File: src/rtl/bitrev_spi_master_if.sv
// Request/response handshake plus SPI pins for the bit-reverse SPI master.
// The core side uses the master modport; the SPI engine uses the slave modport.
interface bitrev_spi_master_if;
   logic       req_valid;
   logic       req_ready;
   logic [7:0] req_data;
   logic       resp_valid;
   logic       resp_ready;
   logic [7:0] resp_data;
   logic       busy;
   logic       spi_sck;
   logic       spi_ss;
   logic       spi_mosi;
   logic       spi_miso;

   modport master (
      output req_valid, req_data, resp_ready,
      input  req_ready, resp_valid, resp_data, busy
   );

   modport slave (
      input  req_valid, req_data, resp_ready, spi_miso,
      output req_ready, resp_valid, resp_data, busy, spi_sck, spi_ss, spi_mosi
   );
endinterface

File: src/rtl/bitrev_spi_master.sv
// Mode-0, MSB-first SPI master running one 16-clock exchange with the bit-reverse slave:
// 8 clocks shift the request out, the next 8 clocks bring the reversed byte back.
module bitrev_spi_master #(
   parameter int unsigned DIV_HALF = 2,
   parameter int unsigned SS_SETUP = 2,
   parameter int unsigned SS_HOLD  = 2,
   parameter int unsigned SS_GAP   = 4
) (
   input  logic                   i_clk,
   input  logic                   i_rst_n,
   bitrev_spi_master_if.slave     io_bus
);

   localparam int unsigned MaxSs0 = (SS_SETUP > SS_HOLD) ? SS_SETUP : SS_HOLD;
   localparam int unsigned MaxSs  = (MaxSs0 > SS_GAP) ? MaxSs0 : SS_GAP;
   localparam int unsigned CntW   = (MaxSs > 1) ? $clog2(MaxSs) : 1;
   localparam int unsigned HalfW  = (DIV_HALF > 1) ? $clog2(DIV_HALF) : 1;

   localparam logic [CntW-1:0]  SetupLast = CntW'(SS_SETUP - 1);
   localparam logic [CntW-1:0]  HoldLast  = CntW'(SS_HOLD - 1);
   localparam logic [CntW-1:0]  GapLast   = CntW'(SS_GAP - 1);
   localparam logic [HalfW-1:0] HalfLast  = HalfW'(DIV_HALF - 1);

   typedef enum logic [2:0] {
      StIdle,
      StSetup,
      StShift,
      StHold,
      StDone,
      StGap
   } state_e;

   state_e           r_state, w_state_d;
   logic [CntW-1:0]  r_cnt, w_cnt_d;
   logic [HalfW-1:0] r_half, w_half_d;
   logic [4:0]       r_edge, w_edge_d;
   logic             r_sck, w_sck_d;
   logic [7:0]       r_tx_sh, w_tx_sh_d;
   logic [7:0]       r_rx_sh, w_rx_sh_d;
   logic [7:0]       r_resp_data, w_resp_data_d;

   logic             w_req_ready;
   logic             w_resp_valid;
   logic             w_busy;
   logic             w_ss;

   always_ff @(posedge i_clk or negedge i_rst_n) begin
      if (!i_rst_n) begin
         r_state     <= StIdle;
         r_cnt       <= '0;
         r_half      <= '0;
         r_edge      <= '0;
         r_sck       <= 1'b0;
         r_tx_sh     <= '0;
         r_rx_sh     <= '0;
         r_resp_data <= '0;
      end else begin
         r_state     <= w_state_d;
         r_cnt       <= w_cnt_d;
         r_half      <= w_half_d;
         r_edge      <= w_edge_d;
         r_sck       <= w_sck_d;
         r_tx_sh     <= w_tx_sh_d;
         r_rx_sh     <= w_rx_sh_d;
         r_resp_data <= w_resp_data_d;
      end
   end

   always_comb begin
      w_state_d     = r_state;
      w_cnt_d       = r_cnt;
      w_half_d      = r_half;
      w_edge_d      = r_edge;
      w_sck_d       = r_sck;
      w_tx_sh_d     = r_tx_sh;
      w_rx_sh_d     = r_rx_sh;
      w_resp_data_d = r_resp_data;
      w_req_ready   = 1'b0;
      w_resp_valid  = 1'b0;
      w_busy        = 1'b1;
      w_ss          = 1'b1;

      unique case (r_state)
         StIdle: begin
            w_req_ready = 1'b1;
            w_busy      = 1'b0;
            if (io_bus.req_valid) begin
               w_tx_sh_d = io_bus.req_data;
               w_cnt_d   = '0;
               w_state_d = StSetup;
            end
         end
         StSetup: begin
            w_ss = 1'b0;
            if (r_cnt == SetupLast) begin
               // First rising edge is issued on the way into SHIFT.
               w_cnt_d   = '0;
               w_half_d  = '0;
               w_edge_d  = 5'd1;
               w_sck_d   = 1'b1;
               w_state_d = StShift;
            end else begin
               w_cnt_d = r_cnt + 1'b1;
            end
         end
         StShift: begin
            w_ss = 1'b0;
            if (r_half == HalfLast) begin
               w_half_d = '0;
               if (r_sck) begin
                  w_sck_d   = 1'b0;
                  w_tx_sh_d = {r_tx_sh[6:0], 1'b0};
                  // Slave returns its bits during rises 8..15.
                  if (r_edge >= 5'd8 && r_edge <= 5'd15) begin
                     w_rx_sh_d = {r_rx_sh[6:0], io_bus.spi_miso};
                  end
               end else if (r_edge == 5'd16) begin
                  w_cnt_d   = '0;
                  w_state_d = StHold;
               end else begin
                  w_sck_d  = 1'b1;
                  w_edge_d = r_edge + 5'd1;
               end
            end else begin
               w_half_d = r_half + 1'b1;
            end
         end
         StHold: begin
            w_ss = 1'b0;
            if (r_cnt == HoldLast) begin
               w_cnt_d       = '0;
               w_resp_data_d = r_rx_sh;
               w_state_d     = StDone;
            end else begin
               w_cnt_d = r_cnt + 1'b1;
            end
         end
         StDone: begin
            w_resp_valid = 1'b1;
            if (io_bus.resp_ready) begin
               w_cnt_d   = '0;
               w_state_d = StGap;
            end
         end
         StGap: begin
            if (r_cnt == GapLast) begin
               w_cnt_d   = '0;
               w_state_d = StIdle;
            end else begin
               w_cnt_d = r_cnt + 1'b1;
            end
         end
         default: w_state_d = StIdle;
      endcase
   end

   assign io_bus.req_ready  = w_req_ready;
   assign io_bus.resp_valid = w_resp_valid;
   assign io_bus.resp_data  = r_resp_data;
   assign io_bus.busy       = w_busy;
   assign io_bus.spi_sck    = r_sck;
   assign io_bus.spi_ss     = w_ss;
   assign io_bus.spi_mosi   = r_tx_sh[7];

endmodule

File: src/flat_wrapper.sv
// flat-port wrapper written by rule: the top's interface ports become plain ports
module bitrev_spi_master_flat 
#(
   parameter int unsigned DIV_HALF = 2,
   parameter int unsigned SS_SETUP = 2,
   parameter int unsigned SS_HOLD  = 2,
   parameter int unsigned SS_GAP   = 4
)
  (i_clk, i_rst_n, io_bus_req_valid, io_bus_req_data, io_bus_resp_ready, io_bus_spi_miso, io_bus_req_ready, io_bus_resp_valid, io_bus_resp_data, io_bus_busy, io_bus_spi_sck, io_bus_spi_ss, io_bus_spi_mosi);
  bitrev_spi_master_if io_bus_i ();
  input  logic i_clk;
  input  logic i_rst_n;
  input wire logic [$bits(io_bus_i.req_valid)-1:0] io_bus_req_valid;
  input wire logic [$bits(io_bus_i.req_data)-1:0] io_bus_req_data;
  input wire logic [$bits(io_bus_i.resp_ready)-1:0] io_bus_resp_ready;
  input wire logic [$bits(io_bus_i.spi_miso)-1:0] io_bus_spi_miso;
  output wire logic [$bits(io_bus_i.req_ready)-1:0] io_bus_req_ready;
  output wire logic [$bits(io_bus_i.resp_valid)-1:0] io_bus_resp_valid;
  output wire logic [$bits(io_bus_i.resp_data)-1:0] io_bus_resp_data;
  output wire logic [$bits(io_bus_i.busy)-1:0] io_bus_busy;
  output wire logic [$bits(io_bus_i.spi_sck)-1:0] io_bus_spi_sck;
  output wire logic [$bits(io_bus_i.spi_ss)-1:0] io_bus_spi_ss;
  output wire logic [$bits(io_bus_i.spi_mosi)-1:0] io_bus_spi_mosi;
  assign io_bus_i.req_valid = io_bus_req_valid;
  assign io_bus_i.req_data = io_bus_req_data;
  assign io_bus_i.resp_ready = io_bus_resp_ready;
  assign io_bus_i.spi_miso = io_bus_spi_miso;
  assign io_bus_req_ready = io_bus_i.req_ready;
  assign io_bus_resp_valid = io_bus_i.resp_valid;
  assign io_bus_resp_data = io_bus_i.resp_data;
  assign io_bus_busy = io_bus_i.busy;
  assign io_bus_spi_sck = io_bus_i.spi_sck;
  assign io_bus_spi_ss = io_bus_i.spi_ss;
  assign io_bus_spi_mosi = io_bus_i.spi_mosi;
  bitrev_spi_master #(.DIV_HALF(DIV_HALF), .SS_SETUP(SS_SETUP), .SS_HOLD(SS_HOLD), .SS_GAP(SS_GAP)) u_core (.i_clk(i_clk), .i_rst_n(i_rst_n), .io_bus(io_bus_i));
endmodule
File: config.mk
export PLATFORM = sky130hd
export DESIGN_NAME = bitrev_spi_master_flat
export DESIGN_NICKNAME = d
export VERILOG_FILES = /design/src/rtl/bitrev_spi_master_if.sv /design/src/rtl/bitrev_spi_master.sv /design/src/flat_wrapper.sv
export SDC_FILE = /design/constraint.sdc
export NUM_CORES = 1
export LEC_CHECK = 0
export ABC_CLOCK_PERIOD_IN_PS = 1700
export BUFFER_PORTS_ARGS = -buffer_cell sky130_fd_sc_hd__buf_2
export CELL_PAD_IN_SITES_DETAIL_PLACEMENT = 1
export CELL_PAD_IN_SITES_GLOBAL_PLACEMENT = 2
export CORE_MARGIN = 2
export CORE_UTILIZATION = 34
export DETAILED_ROUTE_END_ITERATION = 6
export PLACE_DENSITY_LB_ADDON = 0.2
export RECOVER_POWER = 100
export SYNTH_ARGS = -nofsm -noshare
export SYNTH_HDL_FRONTEND = slang
export SYNTH_SLANG_ARGS = --single-unit
File: constraint.sdc
create_clock -name i_clk -period 1.7 [get_ports i_clk]
set_input_delay 0.17 -clock i_clk [delete_from_list [all_inputs] [get_ports i_clk]]
set_output_delay 0.17 -clock i_clk [all_outputs]
set_load 0.05 [all_outputs]
[Word-level counts from Yosys, hierarchy flattened]
Cells that the tools add are included.
Word-level totals
  bits of input ports: 13
  output and inout bits: 14
  flip-flop bits (word level): 36
  logic and storage cells: 84
Cells by class
  reduce and logical (&&, ||, !) cells: 15
  multiplexer cells: 38
  add/sub/neg operators: 3
  magnitude comparators: 2
  equality and inequality tests: 18
Operators with widths (number)
  $mux 3: 8
  $mux 8: 3
  $mux 5: 4
  $pmux 3 s6: 1
  $pmux 8 s2: 1
  $mux 2: 7
  $ne 2x1->1 const B: 6
  $mux 1: 10
  $pmux 2 s5: 1
  $pmux 5 s2: 1
  $ne 2x2->1 const B: 4
  $reduce_and 4->1: 2
  $reduce_and 8->1: 1
  $eq 3x2->1 const B: 2
  $eq 3x3->1 const B: 2
  $reduce_and 6->1: 1
  $add 5x1->5 const B: 1
  $eq 5x5->1 const B: 1
  $ge 5x4->1 const B: 1
  $le 5x4->1 const B: 1
  $reduce_and 5->1: 1
  $reduce_bool 5->1: 1
  $pmux 1 s2: 2
  $reduce_and 2->1: 2
  11 further kinds: 12

[Depth between registers and ports, before layout]
  word-level depth: 5
  mapped depth: 7

[Least setup slack after synthesis]
No wires, ideal clock.
  kind: flip-flop to output port
  start point: reg u_core.r_state[1]
  end point: out io_bus_resp_valid
  path slack: -0.383 ns
  data arrival time: 1.913 ns
  cell stages (with the launch flop): 4
  data required time: 1.530 ns
  cell sequence: dfrtp_1 > buf_6 > clkbuf_1 > nor3b_1
Between the ends
  cells in the longest elaborated chain, start to end: 2
RTL lines
  from (decl): line bitrev_spi_master.sv:33  | state_e r_state, w_state_d;
  from (signal assigned): line bitrev_spi_master.sv:49  | r_state <= StIdle;
  from (signal assigned): line bitrev_spi_master.sv:58  | r_state <= w_state_d;
  $eq 3x3->1: line bitrev_spi_master.sv:83  | unique case (r_state)
  $mux 1: line bitrev_spi_master.sv:83
  to (decl): line flat_wrapper.sv:18  | output wire logic [$bits(io_bus_i.resp_valid)-1:0] io_bus_resp_valid;
No other way between the ends.

[Final worst setup path]
  start point: reg u_core.r_edge[0]
  end point: reg u_core.r_rx_sh[6]
Between the ends
  cells in the longest elaborated chain, start to end: 3
  elaborated cells between the ends (all ways): 4
RTL lines
  from (decl): line bitrev_spi_master.sv:36  | logic [4:0] r_edge, w_edge_d;
  from (signal assigned): line bitrev_spi_master.sv:61  | r_edge <= w_edge_d;
  $ge 5x4->1 or $le 5x4->1 (tied branches): line bitrev_spi_master.sv:114  | if (r_edge >= 5'd8 && r_edge <= 5'd15) begin
  $logic_and 1x1->1 *: line bitrev_spi_master.sv:114
  $reduce_and 4->1 (no line) *
  to (signal assigned): line bitrev_spi_master.sv:64  | r_rx_sh <= w_rx_sh_d;
  to (decl): line bitrev_spi_master.sv:39  | logic [7:0] r_rx_sh, w_rx_sh_d;
Mark *: on every way between the ends. The rest lies on a longest branch, timed or not.
A chain may end at the register's enable or synchronous reset.

==> summary.md <==
| Metric | Value |
|---|---|
| Status | finished, violations left |
| Failing checks | setup timing |
| Final Hold Viols | 0 |
| Dpl cells | 257 |
| Family with the most delay on the worst path | simple AND/OR/NAND/NOR gates |
| Max Slew Vio Count | 0 |
| Initial antenna violation count | 0 |
| Worst-case reg-to-reg path depth | 7 |
| # port buffers | 26 |
| CTS tree | done |
| Synth warnings | 0 |
| Cell Pwr Density | 696.1 mW/mm^2 |
| Non-Filler Instances | 267 |
| Worst slew pin tran | 1130 ps |
| CP arrival | 1930 ps |
| CTS root buf | clkbuf_8 |
| Worst path max stage delay | 390 ps |
| Min-delay worst type | input port to register |
| Final worst-path cycle share | 103.8% |
| Largest fanout on the critical path | 8 |
| Clock Tree Buf Depth | 2 |
| Gpl congestion | 0.8514 |
| WL final | 3741 microns |
| Worst-path clk slew | 70 ps |
| Startpoint class of the critical path | register |
| Overflow after GRT | 0 |
| Clock buffer count from CTS | 5 |
| Drt via density | 4.798 |
| Clock Skew | 5.760 ps |
| H-tree levels | 2 |
| Final setup violation count | 8 |
| Unrepaired setup endpoints after global routing | yes |
| Slew HR | 24.68% |
| Synth top area cells | dfrtp_1 (48%), mux2_2 (14%), mux2_4 (6.4%) |
| Worst hold path depth | 2 |
| Die Height | 78.35 microns |
| Starting density of the core | 34.77% |
| Total power | 1.640 mW |
| First-pass GRT wire length | 6486 microns |
| I/O Pins | 27 |
| Core region area | 0.005405 sq mm |
| Pleak | 1.092 nW |
| Buf/Inv on CP | 1 |
| Reg-to-Reg End | u_core.r_rx_sh[6] |
| Unique masters post-synth | 37 |
| Via count | 1,281 |
| Row cnt | 27 |
| Yosys top cell area share | 47.94% |
| CP Data Required Time | 1860 ps |
| Fill count | 610 |
| Hold path start | io_bus_spi_miso |
| Tot GR Track Use | 13.46% |
| Endpoint, Worst Hold | u_core.r_rx_sh[0] |
| RR Startpoint | u_core.r_edge[0] |
| DRC errors left | 0 |
| Drt initial violations | 41 |
| Critical-path cell list | ha_2 -> and3_4 -> ha_4 -> nand4b_1 -> nand4bb_1 -> buf_12 -> mux2_4 |
| Cells after synthesis | 148 |
| HPWL after DPL | 2884 microns |
| Skew-Pair Late Insertion Delay | 280 ps |
| Sequential share of the synthesized area | 47.94% |
| Period minus WS final | 1765 ps |
| Mean routed wirelength per cell | 14.01 microns |
| Slowest CP cell | dfrtp_1 |
| Syn nets | 167 |
| Commonest cells after routing, fill and taps aside | dfrtp_1 (33), mux2_2 (23), clkbuf_1 (13), buf_2 (13), buf_4 (12) |
| Crit path kind | register to register |
| Post-synthesis register bit count | 36 |
| Commonest non-fill, non-tap cell in the layout | dfrtp_1 |
| Fraction of registers with async set or reset after synthesis | 100.0% |
| ANT nets after route | 0 |
| Main flop type after synthesis | dfrtp_1 |
| Vias in the first global route | 1,325 |
| Synthesized area | 0.001879 sq mm |
| CP Capture Type | register |
| Avg Inst Size Synth | 12.70 sq um |
| Ant diodes | 0 |
| VDD IR-drop max | 0.3001 mV |
| Number of synthesized flops with an enable pin | 0 |
| Final worst setup slack | -65.27 ps |
| Max Freq | 566.5 MHz |
| Chip Width | 78.35 microns |
| Maxcap violations | 0 |
| First drt pass iteration count | 4 |
| Yosys top cell by area | dfrtp_1 |
| Area Growth Syn to Fin | 25.37% |
| Largest net degree at the start of global routing | 21 |
| Ratio of cells with drive above 1 in the final layout | 44.62% |
| Fin nets | 213 |
| CTS Sinks | 36 |
| Final Util | 43.59% |
| Total Die Area | 0.006138 sq mm |
| R2R Setup Slk | -70 ps |
## report_power, final
part / internal (mW) / switching, mW
combinational: 0.0219 / 0.0221
sequential: 0.863 / 0.00661
clock: 0.435 / 0.291
total: 1.32 / 0.320
## state kept, by name, summed over array words and instances, names as in the netlist
| name | cells |
|---|---|
| u_core.r_half | 1 |
| u_core.r_edge | 5 |
| u_core.r_cnt | 2 |
| u_core.io_bus.resp_data | 8 |
| u_core.r_state | 3 |
| u_core.io_bus.spi_sck | 1 |
| u_core.r_tx_sh | 8 |
| u_core.r_rx_sh | 8 |
## layout make-up
class                   instances  area (sq um)  area share (%)
well taps                      72         90.09           3.824
inverters                       9         37.54           1.593
flip-flops and latches         36         904.6           38.40
clock buffers                   6         72.57           3.080
clock inverters                 2         35.03           1.487
multi-input cells              96         938.4           39.83
repair buffers                 46         277.8           11.79
## logic make-up after synthesis
| group | share of synthesized area (%) |
|---|---|
| XOR/XNOR | 0.4661 |
| multiplexers | 23.90 |
| AND/OR/NAND/NOR | 14.05 |
| adder cells (fa/ha/maj) | 3.995 |
| buffers and inverters | 4.328 |
| flip-flops | 47.94 |
| AO/OA/AOI/OAI | 5.326 |
## per-stage QoR
step	instance area [sq um]	worst slack [ps]	hold slack, ps	setup TNS (ps)
final	2356	-65.27	129.1	-420.9
after global routing	2356	-103.9	121.2	-850.1
after CTS	2371	-69.16	124.3	-456.4
after detailed placement	2235	-93.68	158.3	-647.2
after global placement	2235	-41.81	151.0	-330.1
after floorplan	1918	-37.11	-125.6	-296.9
## how the worst max path moves through the flow
| stage | cells after the start | slack, ps | to | startpoint |
|---|---|---|---|---|
| floorplan | 7 | -40 | u_core.r_rx_sh[0] | u_core.r_edge[1] |
| CTS | 7 | -70 | u_core.r_rx_sh[6] | u_core.r_edge[0] |
| global placement | 7 | -40 | u_core.r_rx_sh[0] | u_core.r_edge[1] |
| global route | 7 | -100 | u_core.r_rx_sh[6] | u_core.r_edge[0] |
| finish | 7 | -70 | u_core.r_rx_sh[6] | u_core.r_edge[0] |
| detailed placement | 7 | -90 | u_core.r_rx_sh[6] | u_core.r_edge[1] |
## routing by layer
metal	GRT usage [%]	share of wire, %
met2	22.07	50
met3	3.678	3.4
met4	3.509	0.51
met1	17.64	46
met5	0	0
## cell usage after synthesis (2+ instances only)
library cell  count
a21oi_1           3
buf_2             2
buf_6             2
clkbuf_1          2
dfrtp_1          36
ha_1              6
inv_1             9
mux2_2           23
mux2_4            8
mux2i_1           7
nand2_1           9
nand3_1           3
nand3b_1          3
nand4bb_1         3
nor2_1            5
nor3b_1           2
nor3b_2           2
o21ai_0           2
o21bai_1          3
## what timing repair did
action	CTS	global route
endpoints found under the hold margin	18	0
gates cloned	0	0
resized for setup	7	2
endpoints found under the setup margin	10	20
pin swaps	2	0
hold buffers	1	0
setup buffers	0	2
Note: power is estimated with default switching activity, not from simulation.
